==> config.mk <==
export PLATFORM = sky130hd
export DESIGN_NAME = module_rr_arbiter
export DESIGN_NICKNAME = d
export VERILOG_FILES = /design/src/rtl/module_rr_arbiter.sv
export SDC_FILE = /design/constraint.sdc
export NUM_CORES = 1
export LEC_CHECK = 0
export ABC_AREA = 1
export CORE_AREA = 2 2 252 254
export DETAILED_ROUTE_END_ITERATION = 16
export DIE_AREA = 0 0 254 256
export SLEW_MARGIN = 20
export SYNTH_ARGS = -nofsm -noshare
export SYNTH_HDL_FRONTEND = slang
export SYNTH_SLANG_ARGS = --single-unit
==> constraint.sdc <==
create_clock -name clk -period 13.5 [get_ports clk]
set_input_delay 2.7 -clock clk [delete_from_list [all_inputs] [get_ports clk]]
set_output_delay 2.7 -clock clk [all_outputs]
set_load 0.02 [all_outputs]
==> src/rtl/module_rr_arbiter.sv <==
// Round-robin arbiter from the per-module singles/timetag FIFOs to the ethernet TX FIFO.
// Define BURST_LIMIT_EN to let a source keep the grant for up to BURST consecutive words.
module module_rr_arbiter #(
    parameter int  NMODULES = 4,
    parameter int  LENGTH   = 128,
    parameter int  BURST    = 16,
    localparam int SRC_W    = (NMODULES > 1) ? $clog2(NMODULES) : 1
) (
    input  logic                       clk,
    input  logic                       rst,
    input  logic [NMODULES-1:0]        in_valid,
    output logic [NMODULES-1:0]        in_ready,
    input  logic [NMODULES*LENGTH-1:0] in_data,
    output logic                       out_valid,
    input  logic                       out_ready,
    output logic [LENGTH-1:0]          out_data,
    output logic [SRC_W-1:0]           out_src,
    output logic                       grant_err
);

    localparam int unsigned NMOD_U = NMODULES;

    if (BURST < 1 || BURST > 255) begin : g_burst_range
        $error("module_rr_arbiter: BURST must be in 1..255");
    end

    function automatic logic [SRC_W-1:0] wrap_inc(input logic [SRC_W-1:0] a, input int unsigned b);
        int unsigned s;
        s = 32'(a) + b;
        if (s >= NMOD_U) s = s - NMOD_U;
        return SRC_W'(s);
    endfunction

    // First valid source scanning cyclically from ptr; MSB flags that one exists.
    function automatic logic [SRC_W:0] pick(input logic [NMODULES-1:0] v, input logic [SRC_W-1:0] ptr);
        logic [SRC_W:0]   r;
        logic [SRC_W-1:0] idx;
        r = '0;
        for (int k = NMODULES - 1; k >= 0; k--) begin
            idx = wrap_inc(ptr, 32'(k));
            if (v[idx]) r = {1'b1, idx};
        end
        return r;
    endfunction

    logic [SRC_W-1:0]  rr_ptr;
    logic [SRC_W-1:0]  cand;
    logic              cand_found;
    logic [LENGTH-1:0] cand_data;
    logic              can_accept;
    logic              lock_ok;
    logic              xfer;
    logic              pop;
    logic              mon_err;

    logic [1:0]        buf_cnt;
    logic              buf_wr;
    logic              buf_rd;
    logic [LENGTH-1:0] buf_data [2];
    logic [SRC_W-1:0]  buf_src  [2];

`ifdef BURST_LIMIT_EN
    localparam logic [0:0] ST_IDLE = 1'b0;
    localparam logic [0:0] ST_LOCK = 1'b1;

    logic [0:0] state;
    logic [7:0] burst_cnt;

    assign lock_ok = (state != ST_LOCK) || (cand == rr_ptr);
`else
    assign lock_ok = 1'b1;
`endif

    always_comb begin
        {cand_found, cand} = pick(in_valid, rr_ptr);
    end

    always_comb begin
        cand_data = '0;
        for (int i = 0; i < NMODULES; i++) begin
            if (cand == SRC_W'(i)) cand_data = in_data[i*LENGTH +: LENGTH];
        end
    end

    // Accept decision uses only registered occupancy, never out_ready.
    assign can_accept = (buf_cnt < 2'd2);

    always_comb begin
        in_ready = '0;
        if (rst && can_accept && cand_found && lock_ok) in_ready[cand] = 1'b1;
    end

    assign xfer    = |(in_ready & in_valid);
    assign pop     = out_valid & out_ready;
    assign mon_err = (|(in_ready & ~in_valid)) | ((|(in_ready & in_valid)) & ~xfer);

    // Output buffer: two {src, data} entries, head presented on the outputs.
    always_ff @(posedge clk) begin
        if (!rst) begin
            buf_cnt <= 2'd0;
            buf_wr  <= 1'b0;
            buf_rd  <= 1'b0;
        end else begin
            if (xfer) buf_wr <= ~buf_wr;
            if (pop)  buf_rd <= ~buf_rd;
            case ({xfer, pop})
                2'b10:   buf_cnt <= buf_cnt + 2'd1;
                2'b01:   buf_cnt <= buf_cnt - 2'd1;
                default: buf_cnt <= buf_cnt;
            endcase
        end
    end

    always_ff @(posedge clk) begin
        if (xfer) begin
            buf_data[buf_wr] <= cand_data;
            buf_src[buf_wr]  <= cand;
        end
    end

    assign out_valid = (buf_cnt != 2'd0);
    assign out_data  = out_valid ? buf_data[buf_rd] : '0;
    assign out_src   = out_valid ? buf_src[buf_rd]  : '0;

    // Grant pointer and burst lock.
    always_ff @(posedge clk) begin
        if (!rst) begin
            rr_ptr <= '0;
`ifdef BURST_LIMIT_EN
            state     <= ST_IDLE;
            burst_cnt <= 8'd0;
`endif
        end else begin
`ifdef BURST_LIMIT_EN
            if (state == ST_IDLE) begin
                if (xfer) begin
                    if (BURST > 1) begin
                        state     <= ST_LOCK;
                        rr_ptr    <= cand;
                        burst_cnt <= 8'd1;
                    end else begin
                        rr_ptr <= wrap_inc(cand, 32'd1);
                    end
                end
            end else begin
                if (xfer) begin
                    if (burst_cnt == 8'(BURST - 1)) begin
                        state     <= ST_IDLE;
                        rr_ptr    <= wrap_inc(cand, 32'd1);
                        burst_cnt <= 8'd0;
                    end else begin
                        burst_cnt <= burst_cnt + 8'd1;
                    end
                end else if (can_accept && !in_valid[rr_ptr]) begin
                    state     <= ST_IDLE;
                    rr_ptr    <= wrap_inc(rr_ptr, 32'd1);
                    burst_cnt <= 8'd0;
                end
            end
`else
            if (xfer) rr_ptr <= wrap_inc(cand, 32'd1);
`endif
        end
    end

    always_ff @(posedge clk) begin
        if (!rst)         grant_err <= 1'b0;
        else if (mon_err) grant_err <= 1'b1;
    end

endmodule

-- After elaboration in Yosys (flattened, before gate mapping)
Memories as Yosys holds them, arrays and structs flattened. A register that Yosys moved wholly into a read port is not among the register bits.
Cells that the tools add are included.
- bits in registers: 7
- bits in writable memories: 260
- output and inout port bits: 136
- memories kept: 2
- add/sub/neg operators: 11
- $lt $le $gt $ge: 12
- equal/unequal tests: 5
- muxes and demuxes: 33
- bitwise operators: 6
- reductions and logical operators: 8
- memory list (memory ; depth ; bits a word ; rd ports ; clocked after memory_dff ; wr ports ; line ; text):
    buf_data ; 2 ; 128 ; 1 ; 1 ; 1 ; 59 ; logic [LENGTH-1:0] buf_data [2];
    buf_src ; 2 ; 2 ; 1 ; 1 ; 1 ; 60 ; logic [SRC_W-1:0] buf_src [2];
- operators with widths (operator ; count):
    128-bit 2-to-1 mux ; 5
    2-bit by 3-bit < comparator with 1-bit output, second input constant ; 5
    3-bit greater-or-equal comparator, second input constant ; 4
    2-bit 2-to-1 mux ; 6
    3-bit 2-to-1 mux ; 4
    2-bit by 1-bit subtractor with 2-bit output, second input constant ; 6
    1-bit 2-to-1 mux ; 11
    4-bit AND ; 2
    1-bit binary-select mux with 2-bit select ; 4
    4-bit OR reduction ; 2
    2-bit by 1-bit adder with 3-bit output, second input constant ; 2
    2-bit by 2-bit adder with 3-bit output, second input constant ; 2
    2-bit equality test, second input constant ; 3
    2-bit by 1-bit equality test with 1-bit output, second input constant ; 2
    4-bit 2-to-1 mux ; 1
    4-bit inverter ; 1
    2-bit one-hot mux with 2 select lines ; 1
    2-bit nonzero test ; 2
    2-bit by 3-bit greater-or-equal comparator with 1-bit output, second input constant ; 1
    1-bit logical AND ; 3
    2-bit by 1-bit adder with 2-bit output, second input constant ; 1
    1-bit demux with 2-bit select ; 1
    2-bit by 1-bit greater-or-equal comparator with 1-bit output, second input constant ; 1
    2-bit zero test ; 1
    3 further kinds ; 4

-- Longest topological paths before layout
Gate-level depths: netlist of the first run.
- word-level depth: 18
- depth in mapped cells: 21
- mapped depth without buffers: 20

-- Worst setup path before layout of the first run
Ideal clock, no wire load.
- path kind: input to register
- start: in in_valid[2]
- end: mem buf_data[1][0] (enable)
- library setup time: 0.664 ns
- arrival time: 10.234 ns
- data required time: 12.836 ns
- slack: 2.602 ns
- cell stages on the path: 13
- buffers on the path: 0
- path through: inv_1 > o21ai_0 > nand2_1 > nand2_1 > inv_1 > nand3_1 > nand2_2 > inv_1 > ha_1 > inv_1 > nor3_1 > nor2_1 > a21oi_1
- cells in the longest elaborated chain, start to end: 15
- RTL lines (element ; line ; text):
    start, declared ; 11 ; input logic [NMODULES-1:0] in_valid,
    1-bit binary-select mux with 2-bit select ; 41 ; if (v[idx]) r = {1'b1, idx};
    1-bit 2-to-1 mux (implied by the code) ; 41 ;
    3-bit 2-to-1 mux (3 in a row) ; 41 ;
    3-bit 2-to-1 mux (*) ; 41 ;
    via cand[0] ; 47 ; logic [SRC_W-1:0] cand;
    2-bit by 3-bit < comparator with 1-bit output (implied by the code) or 2-bit by 1-bit greater-or-equal comparator with 1-bit output (tied branches) ; 90 ; if (rst && can_accept && cand_found && lock_ok) in_ready[cand] = 1'b1;
    1-bit logical AND (implied by the code) ; 90 ;
    1-bit 2-to-1 mux (implied by the code) ; 90 ;
    1-bit demux with 2-bit select (*) ; 90 ;
    4-bit 2-to-1 mux (*) ; 90 ;
    4-bit AND (*) ; 93 ; assign xfer = |(in_ready & in_valid);
    4-bit OR reduction (*) ; 93 ;
    1-bit 2-to-1 mux (*) ; 115 ; if (xfer) begin
    1-bit 2-to-1 mux (implied by the code) (*) ; 116 ; buf_data[buf_wr] <= cand_data;
    end, declared ; 59 ;
Mark *: on every way through the listed nets, which the timed path passes. The rest lies on a longest branch. The select of a mux whose other input is x is not followed.

-- Final worst setup path of the first run
- start: in in_valid[1]
- end: out in_ready[1]
- cells in the longest elaborated chain, start to end: 11
- RTL lines (element ; line ; text):
    1-bit binary-select mux with 2-bit select ; 41 ;
    1-bit 2-to-1 mux (implied by the code) ; 41 ;
    3-bit 2-to-1 mux (3 in a row) ; 41 ;
    3-bit 2-to-1 mux (*) ; 41 ;
    via cand[1] ; 47 ;
    2-bit by 3-bit < comparator with 1-bit output (implied by the code) or 2-bit by 1-bit greater-or-equal comparator with 1-bit output (tied branches) ; 90 ;
    1-bit logical AND (implied by the code) ; 90 ;
    1-bit 2-to-1 mux (implied by the code) ; 90 ;
    1-bit demux with 2-bit select (*) ; 90 ;
    4-bit 2-to-1 mux (*) ; 90 ;
    end, declared ; 12 ; output logic [NMODULES-1:0] in_ready,
Marked as above.

==> flow_summary.json, run 1 <==
{
  "outcome": "finished clean",
  "vias": 13900,
  "finalMaxSlewViolations": 0,
  "min_period_over_period": 0.661,
  "path_clk_slew_ps": 60,
  "worstSetupStartpointType": "input pin",
  "power.internal_uw": 3980,
  "drtAntennaViolNets": 0,
  "hold_buffers": 0,
  "whs_ps": 444,
  "end_kind": "output port",
  "netlist_area_sq_um": 14700,
  "rsz0062_at_grt": "no",
  "cts_resized": 0,
  "place_congestion": 0.958,
  "max_cap_viol_count": 0,
  "pwr-share-seq": 0.253,
  "drive_gt1_frac": 0.0789,
  "cts_buffers": 30,
  "viasPerCell": 4.68,
  "h-tree-depth": 1,
  "cp_data_arrival_time_ps": 6230,
  "grt_util_all_layers": 0.166,
  "ir_worst_vdd_uv": 257,
  "postCtsSetupBuffers": 0,
  "grt_max_degree": 116,
  "hp-class": "flop to flop",
  "min_period_ps": 8930,
  "p_sw_uw": 3520,
  "fmax_ghz": 0.112,
  "ys_warn_count": 0,
  "cts_tree": "yes",
  "grt_first_pass_wirelength_um": 83700,
  "syn_to_final_growth_pct": 54.4,
  "syn-num-nets": 2072,
  "port_buffers": 654,
  "globalRoute.totalOverflow": 0,
  "rows": 92,
  "grt_pass1_vias": 13900,
  "path_class": "input pin to output port",
  "leakagePower_uw": 0.00768,
  "slew_headroom": 0.321,
  "p_comb_frac": 0.645,
  "drc": 0,
  "clk_latency_ps": 570,
  "setup_tns_ps": 0,
  "start_util": 0.236,
  "hold_violations": 0,
  "dp.final_hpwl_um": 41100,
  "drtIter0Drc": 810,
  "wl_per_cell_um": 19.3,
  "clk_path_buf_depth": 3,
  "yosysSeqAreaShare": 0.542,
  "setup_violations": 0,
  "critPathRequiredTime_ps": 10800,
  "p_per_area_nw_per_um2": 330,
  "synth_seq_cells": 268,
  "worst_slew_pin_slew_ps": 1020,
  "dr.pass1.iters": 6,
  "cp_max_fo": 70,
  "nets": 2632,
  "clkSinkCount": 268,
  "dieArea_sq_um": 65000,
  "fp.coreArea_sq_um": 62400,
  "synth_cells": 1549,
  "wirelength_um": 57300,
  "grt_antenna_before_repair": 1,
  "p_clk_frac": 0.102,
  "finClkSkew_ps": 16.1,
  "synth.distinct_cells": 24,
  "switching_share": 0.470,
  "cts-root-buf": "clkbuf_16",
  "io_pins": 655,
  "dieHeight_um": 256,
  "syn_avg_cell_area_sq_um": 9.49,
  "dieWidth_um": 254
}
## sequential cells by signal, summed over array words and instances, names as in the netlist, named ones only
signal and count:
buf_data 256, buf_src 4, buf_cnt 2, rr_ptr 2, buf_rd 1, buf_wr 1
grant_err 1
## through the flow
| stage | utilization | setup slack (ps) | area [sq um] | instances | power [uW] |
|---|---|---|---|---|---|
| 4_1_cts | 0.364 | 4610 | 22700 | 2976 | 7620 |
| 3_5_place_dp | 0.349 | 4630 | 21800 | 2923 | 6840 |
| 5_1_grt | 0.364 | 4380 | 22700 | 2977 | 8040 |
| 6_report | 0.364 | 4570 | 22700 | 2977 | 7500 |
| 2_1_floorplan | - | 2600 | 14700 | 1549 | 5270 |
| 3_3_place_gp | 0.349 | 4690 | 21800 | 2923 | 6740 |
## worst max-delay path: stages
cell	delay, ps
clkdlybuf4s50_1	530
inv_1	90
o21ai_0	230
nand2_1	110
nand2_1	100
inv_1	50
nand2_1	70
nand2_1	110
inv_1	160
ha_4	600
inv_4	460
nor2_1	290
clkdlybuf4s50_1	630
## synthesized netlist by cell type
cell       instances  area, sq um
o21bai_1           1         7.51
o2bb2ai_1        128         1120
inv_1             23         86.3
buf_6             20          225
inv_2              1         3.75
edfxtp_1         260         7810
o21ai_2          100          876
o21ai_0           13         65.1
xor2_1             1         8.76
nand2_1          423         1590
nand3_1          138          691
xnor2_1            1         8.76
nor2_1            14         52.6
buf_2              1         5.00
nand4_1            2         12.5
o21ai_1           21          105
buf_4              8         60.1
dfxtp_1            8          160
nor3_1             1         5.00
a21oi_1          267         1340
nand2_2            1         6.26
buf_1              4         15.0
clkbuf_1         109          409
ha_1               4         50.1
## placed cells by master, fill, tap and decap left out, drive strengths merged
cell type	Yosys	final
clkdlybuf4s50	0	654
nand2	424	424
a21oi	267	267
edfxtp	260	260
nand3	138	138
o21ai	134	134
o2bb2ai	128	128
clkbuf	109	38
inv	24	24
buf	33	16
nor2	14	14
clkinv	0	11
dfxtp	8	8
ha	4	4
clkinvlp	0	3
nand4	2	2
diode	0	1
xnor2	1	1
nor3	1	1
xor2	1	1
o21bai	1	1
bufinv	0	1
## worst paths after layout
kind	start	depth (start not counted)	slack (ps)	to
setup reg to reg	rr_ptr[0]	16	8900	buf_data[0][75]
hold reg to reg	buf_rd	1	440	flop
hold / removal	buf_rd	1	440	flop
setup / recovery	in_valid[1]	13	4570	in_ready[1]
## per-layer routing
layer | vias up | track usage | part of all wire
li1 | 6717 | - | -
met1 | 6622 | 0.194 | 0.40
met2 | 526 | 0.299 | 0.50
met3 | 74 | 0.0385 | 0.074
met4 | 0 | 0.0479 | 0.029
met5 | - | 0 | 0
## cells by family (layout without fill, tap and decap cells)
group           count (synthesis)  after routing  synth area share
flops                         268            268             0.542
compound gates                530            530             0.239
fa+ha+maj                       4              4           0.00340
xor+xnor                        2              2           0.00119
buf+inv                       166            747            0.0547
other cells                     0              1                 0
simple gates                  579            579             0.160
## final cells by class
type | instances | area, sq um
diodes | 1 | 2.50
clock buffers | 38 | 802
clock inverters | 15 | 104
fillers | 6334 | 39700
inverters | 24 | 108
multi-input cells | 1115 | 6000
flip-flops and latches | 268 | 7970
well taps | 846 | 1060
repair buffers | 670 | 6670
## power by group through the flow
stage	Combinational, uW	Sequential (uW)	Clock [uW]
floorplan	3320	1950	0
detailed placement	4920	1920	0
CTS	4930	1900	787
global route	5290	1930	816
global placement	4830	1910	0
finish	4840	1900	762
Note: power is estimated with default switching activity, not from simulation.
==> run 2: changes to the inputs <==
Settings changed: CORE_AREA 2 2 252 254 to 2 2 257 259, DIE_AREA 0 0 254 256 to 0 0 259 261.
Clock period 13.5 ns to 7.4 ns, I/O delays scaled along.
==> flow_summary.json, run 2 (synthesis gave the netlist of run 1 again) <==
{
  "cts-root-buf": "clkbuf_16",
  "multi_input_area_sq_um": 6000,
  "largest_register": "buf_data",
  "worst_slack_ps": 1630,
  "finalMaxSlewViolations": 0,
  "fmax_ghz": 0.173,
  "cts_resized": 0,
  "nets": 2639,
  "gr-usage-met2": 0.293,
  "cts_tree": "yes",
  "place_congestion": 0.882,
  "pre_cts_ws_ps": 1630,
  "outcome": "finished clean",
  "postCtsSetupBuffers": 0,
  "p_sw_uw": 6340,
  "dieWidth_um": 259,
  "io_pins": 655,
  "h-tree-depth": 1,
  "top_usage_layer": "met2",
  "min_period_over_period": 0.780,
  "reg2reg_from": "rr_ptr[0]",
  "final_common_cell": "clkdlybuf4s50_1",
  "dieHeight_um": 261,
  "min_period_ps": 5770,
  "worst_r2r_endpoint": "buf_data[0][5]",
  "cts_buffers": 31,
  "pwr-share-seq": 0.251,
  "clk_path_buf_depth": 3,
  "wirelength_um": 56800,
  "hold_violations": 0,
  "viasPerCell": 4.66,
  "dieArea_sq_um": 67600,
  "worstSetupStartpointType": "input pin",
  "path_cells": "clkdlybuf4s50_1 > inv_1 > o21ai_0 > nand2_1 > nand3_1 > nand2_1 > nand2_1 > nand2_2 > ha_4 > inv_4 > nor2_1 > clkdlybuf4s50_1",
  "p_clk_frac": 0.110,
  "worst_slew_pin_slew_ps": 972,
  "rsz0062_at_grt": "no",
  "start_util": 0.226,
  "finalNonFillerCells": 3004,
  "endpoint": "in_ready[1]",
  "hold_buffers": 0,
  "p_per_area_nw_per_um2": 599,
  "fillers": 6429,
  "reg_top3": "buf_data (256), buf_src (4)",
  "rr_worst_depth": 14,
  "hp-class": "flop to flop",
  "ir_worst_vdd_uv": 442,
  "grt_first_pass_wirelength_um": 82400,
  "grt_max_degree": 146,
  "dpl.cell_count": 2946,
  "drtIter0Drc": 706,
  "critPathRequiredTime_ps": 5920,
  "setup_violations": 0,
  "rows": 94,
  "drive_gt1_frac": 0.0832,
  "dp.final_hpwl_um": 41100,
  "fp.coreArea_sq_um": 65000,
  "setup_tns_ps": 0,
  "clkSinkCount": 268,
  "use_met1": 0.177,
  "dr.pass1.iters": 7,
  "cp_max_fo": 64,
  "path_class": "input pin to output port",
  "grt_util_all_layers": 0.157,
  "cp_data_arrival_time_ps": 4290,
  "grt_antenna_before_repair": 5,
  "cpMostUsedCell": "nand2_1",
  "finClkSkew_ps": 8.50,
  "slew_headroom": 0.352,
  "switching_share": 0.462,
  "power.total_uw": 13700,
  "vias": 14000,
  "power.internal_uw": 7380,
  "port_buffers": 654,
  "clk_latency_ps": 570,
  "whs_ps": 458,
  "p_comb_frac": 0.639,
  "drtAntennaViolNets": 0,
  "largest_reg_flops": 256,
  "syn_to_final_growth_pct": 55.7,
  "leakagePower_uw": 0.00778,
  "path_clk_slew_ps": 60,
  "crit_start": "in_valid[1]",
  "wl_per_cell_um": 18.9,
  "grt_pass1_vias": 13900,
  "max_cap_viol_count": 0,
  "reg2reg_slack_ps": 3150,
  "final_cell_mix": "clkdlybuf4s50_1 (654), nand2_1 (423), a21oi_1 (266)",
  "ff_latch_area_sq_um": 7970,
  "globalRoute.totalOverflow": 0,
  "critPathMaxStageDelay_ps": 570,
  "drc": 0,
  "crit_slowest_cell": "clkdlybuf4s50_1",
  "end_kind": "output port",
  "grtUsageMet3": 0.0357
}
==> run 2: cell types whose count changed in the layout (fill, tap and decap cells not counted), moves of 2 or more <==
cell	previous run	this run
buf_4	16	20
bufinv_16	1	4
clkinv_1	6	4
clkinv_2	4	6
clkinv_4	1	3
clkinvlp_4	3	0
==> run 2: layout make-up <==
type                            count  area share
Inverter                           24     0.00470
Multi-Input combinational cell   1115       0.262
Timing Repair Buffer              676       0.294
Tap cell                          864      0.0472
Sequential cell                   268       0.348
Clock inverter                     17     0.00836
Antenna cell                        1    0.000109
Clock buffer                       39      0.0352
==> run 2: through the flow <==
stage / instance area, sq um / util
final: 22900 / 0.352
after global routing: 22900 / 0.352
after CTS: 22900 / 0.352
after detailed placement: 21900 / 0.336
after global placement: 21900 / 0.336
after floorplan: 14700 / -
==> run 2: worst min-delay path by stage <==
stage	to	slack, ps	cells after the start	start
after floorplan	flop	430	1	buf_rd
after global placement	grant_err	440	2	grant_err
after detailed placement	grant_err	450	2	grant_err
after CTS	grant_err	460	2	grant_err
after global routing	grant_err	480	2	grant_err
final	grant_err	460	2	grant_err
==> run 2: metal layers <==
| metal | part of all wire | wire (um) | vias to the layer above |
|---|---|---|---|
| met3 | 0.071 | 4030 | 105 |
| met4 | 0.032 | 1790 | 8 |
| met1 | 0.37 | 21300 | 6597 |
| met2 | 0.52 | 29600 | 569 |
| met5 | 0.00092 | 52 | - |
| li1 | - | - | 6728 |
==> run 2: worst max-delay path: cells and delay by family <==
kind,cells,cell delay [ps]
buffers and inverters,4,1640
and+or+nand+nor,6,670
AOI/OAI and AO/OA,1,260
adders and majority gates,1,190
==> run 2: power groups by stage <==
stage / logic [uW] / clock network, uW / registers [uW]
after global placement: 8750 / 0 / 3460
after floorplan: 6050 / 0 / 3490
final: 8770 / 1500 / 3450
after detailed placement: 8920 / 0 / 3480
after global routing: 9640 / 1630 / 3500
after CTS: 8940 / 1560 / 3450
==> run 3: changes to the inputs <==
Clock period 7.4 ns to 5 ns, I/O delays scaled along.
==> flow_summary.json, run 3 (synthesis gave the netlist of run 1 again) <==
{
  "dieArea_sq_um": 67600,
  "postCtsSetupBuffers": 0,
  "clk_latency_ps": 580,
  "largest_reg_flops": 256,
  "dp.final_hpwl_um": 40200,
  "pwr-share-seq": 0.249,
  "setup_tns_ps": 0,
  "drtAntennaViolNets": 0,
  "cts-root-buf": "clkbuf_16",
  "ir_worst_vdd_uv": 866,
  "drive_gt1_frac": 0.0839,
  "path_clk_slew_ps": 60,
  "switching_share": 0.461,
  "grt_first_pass_wirelength_um": 83800,
  "finClkSkew_ps": 18.5,
  "h-tree-depth": 1,
  "min_period_ps": 4540,
  "worstSetupStartpointType": "input pin",
  "p_comb_frac": 0.654,
  "nets": 2650,
  "end_kind": "output port",
  "top_usage_layer": "met2",
  "dr.pass1.iters": 5,
  "reg_top3": "buf_data (256), buf_src (4)",
  "min_period_over_period": 0.907,
  "gr-usage-met2": 0.292,
  "drc": 0,
  "grt_pass1_vias": 14000,
  "grt_max_degree": 129,
  "worst_slew_pin_slew_ps": 890,
  "clk_path_buf_depth": 3,
  "fin_area_sq_um": 23000,
  "io_pins": 655,
  "max_cap_viol_count": 0,
  "critPathRequiredTime_ps": 4000,
  "critPathMaxStageDelay_ps": 630,
  "final_common_cell": "clkdlybuf4s50_1",
  "path_class": "input pin to output port",
  "globalRoute.totalOverflow": 0,
  "grt_antenna_before_repair": 3,
  "final_cell_mix": "clkdlybuf4s50_1 (654), nand2_1 (423), a21oi_1 (266)",
  "crit_slowest_cell": "clkdlybuf4s50_1",
  "cts_resized": 0,
  "grt_util_all_layers": 0.159,
  "rsz0062_at_grt": "no",
  "rr_worst_depth": 20,
  "syn_to_final_growth_pct": 56.5,
  "wirelength_um": 57100,
  "slew_headroom": 0.407,
  "reg2reg_slack_ps": 1520,
  "vias": 14000,
  "wl_per_cell_um": 19.0,
  "dieHeight_um": 261,
  "hp-class": "flop to flop",
  "p_clk_frac": 0.097,
  "grtUsageMet3": 0.0317,
  "setup_violations": 0,
  "cts_buffers": 31,
  "leakagePower_uw": 0.00783,
  "power.internal_uw": 11000,
  "port_buffers": 654,
  "drtIter0Drc": 697,
  "finalMaxSlewViolations": 0,
  "start_util": 0.226,
  "clkSinkCount": 268,
  "hold_violations": 0,
  "dpl_cell_area_sq_um": 22200,
  "path_cells": "clkdlybuf4s50_1 > inv_1 > o21ai_0 > nand2_1 > nand3_1 > nand2_1 > nand2_1 > nand2_2 > inv_1 > ha_4 > inv_1 > nor2_1 > clkdlybuf4s50_1",
  "hold_path_depth": 1,
  "p_sw_uw": 9380,
  "dieWidth_um": 259,
  "place_congestion": 0.830,
  "reg2reg_from": "rr_ptr[0]",
  "cts_tree": "yes",
  "rows": 94,
  "use_met1": 0.189,
  "cp_data_arrival_time_ps": 3540,
  "hold_buffers": 0,
  "viasPerCell": 4.66,
  "fmax_ghz": 0.220,
  "fp.coreArea_sq_um": 65000,
  "cp_max_fo": 6,
  "outcome": "finished clean",
  "worst_r2r_endpoint": "buf_cnt[1]",
  "largest_register": "buf_data",
  "min_from": "buf_rd",
  "p_per_area_nw_per_um2": 883
}
-- run 3: cell count changes in the layout (fill, tap and decap cells not counted) --
cell | previous run | this run
buf_16 | 1 | 0
clkinv_4 | 3 | 0
buf_12 | 1 | 16
bufinv_16 | 4 | 0
clkinv_2 | 6 | 2
clkbuf_1 | 8 | 7
inv_6 | 1 | 3
buf_4 | 20 | 17
clkinv_1 | 4 | 10
-- run 3: worst max-delay path by stage --
stage / startpoint / endpoint / cells past startpoint
6_report: in_valid[1] / in_ready[0] / 13
3_3_place_gp: in_valid[2] / in_ready[2] / 13
5_1_grt: in_valid[2] / in_ready[0] / 13
4_1_cts: in_valid[1] / in_ready[0] / 13
3_5_place_dp: in_valid[1] / in_ready[0] / 13
2_1_floorplan: in_valid[2] / buf_data[1][0] / 13
-- run 3: layer usage --
metal | part of all wire | up-vias
li1 | - | 6744
met1 | 0.39 | 6761
met2 | 0.52 | 453
met3 | 0.063 | 72
met4 | 0.023 | 2
met5 | 0.00023 | -
-- run 3: worst max-delay path: cells and delay by family --
family / cells / cell delay, ps
simple gates: 6 / 620
fa+ha+maj: 1 / 180
buf+inv: 5 / 1480
compound gates: 1 / 250
-- run 3: area by class of cell --
type | count | area, sq um
diodes | 1 | 2.50
clock buffers | 38 | 802
inverters | 24 | 108
multi-input cells | 1115 | 6000
clock inverters | 14 | 65.1
flip-flops and latches | 268 | 7970
well taps | 864 | 1080
repair buffers | 687 | 6990
fillers | 6477 | 42000
-- run 3: through the flow --
step / utilization / hold slack [ps] / setup WS [ps] / total power, uW / std cells
after floorplan: - / 425 / 169 / 14100 / 1549
after global placement: 0.341 / 426 / 490 / 18300 / 2958
after detailed placement: 0.341 / 439 / 469 / 18600 / 2958
after CTS: 0.354 / 448 / 459 / 20700 / 3010
after global routing: 0.354 / 486 / 259 / 21800 / 3010
final: 0.354 / 449 / 465 / 20300 / 3011
-- run 3: power by group through the flow --
stage	Clock [uW]	Sequential, uW	Combinational [uW]
2_1_floorplan	0	5110	8970
4_1_cts	2050	5070	13600
3_3_place_gp	0	5080	13200
5_1_grt	2140	5140	14500
6_report	1980	5060	13300
3_5_place_dp	0	5110	13500
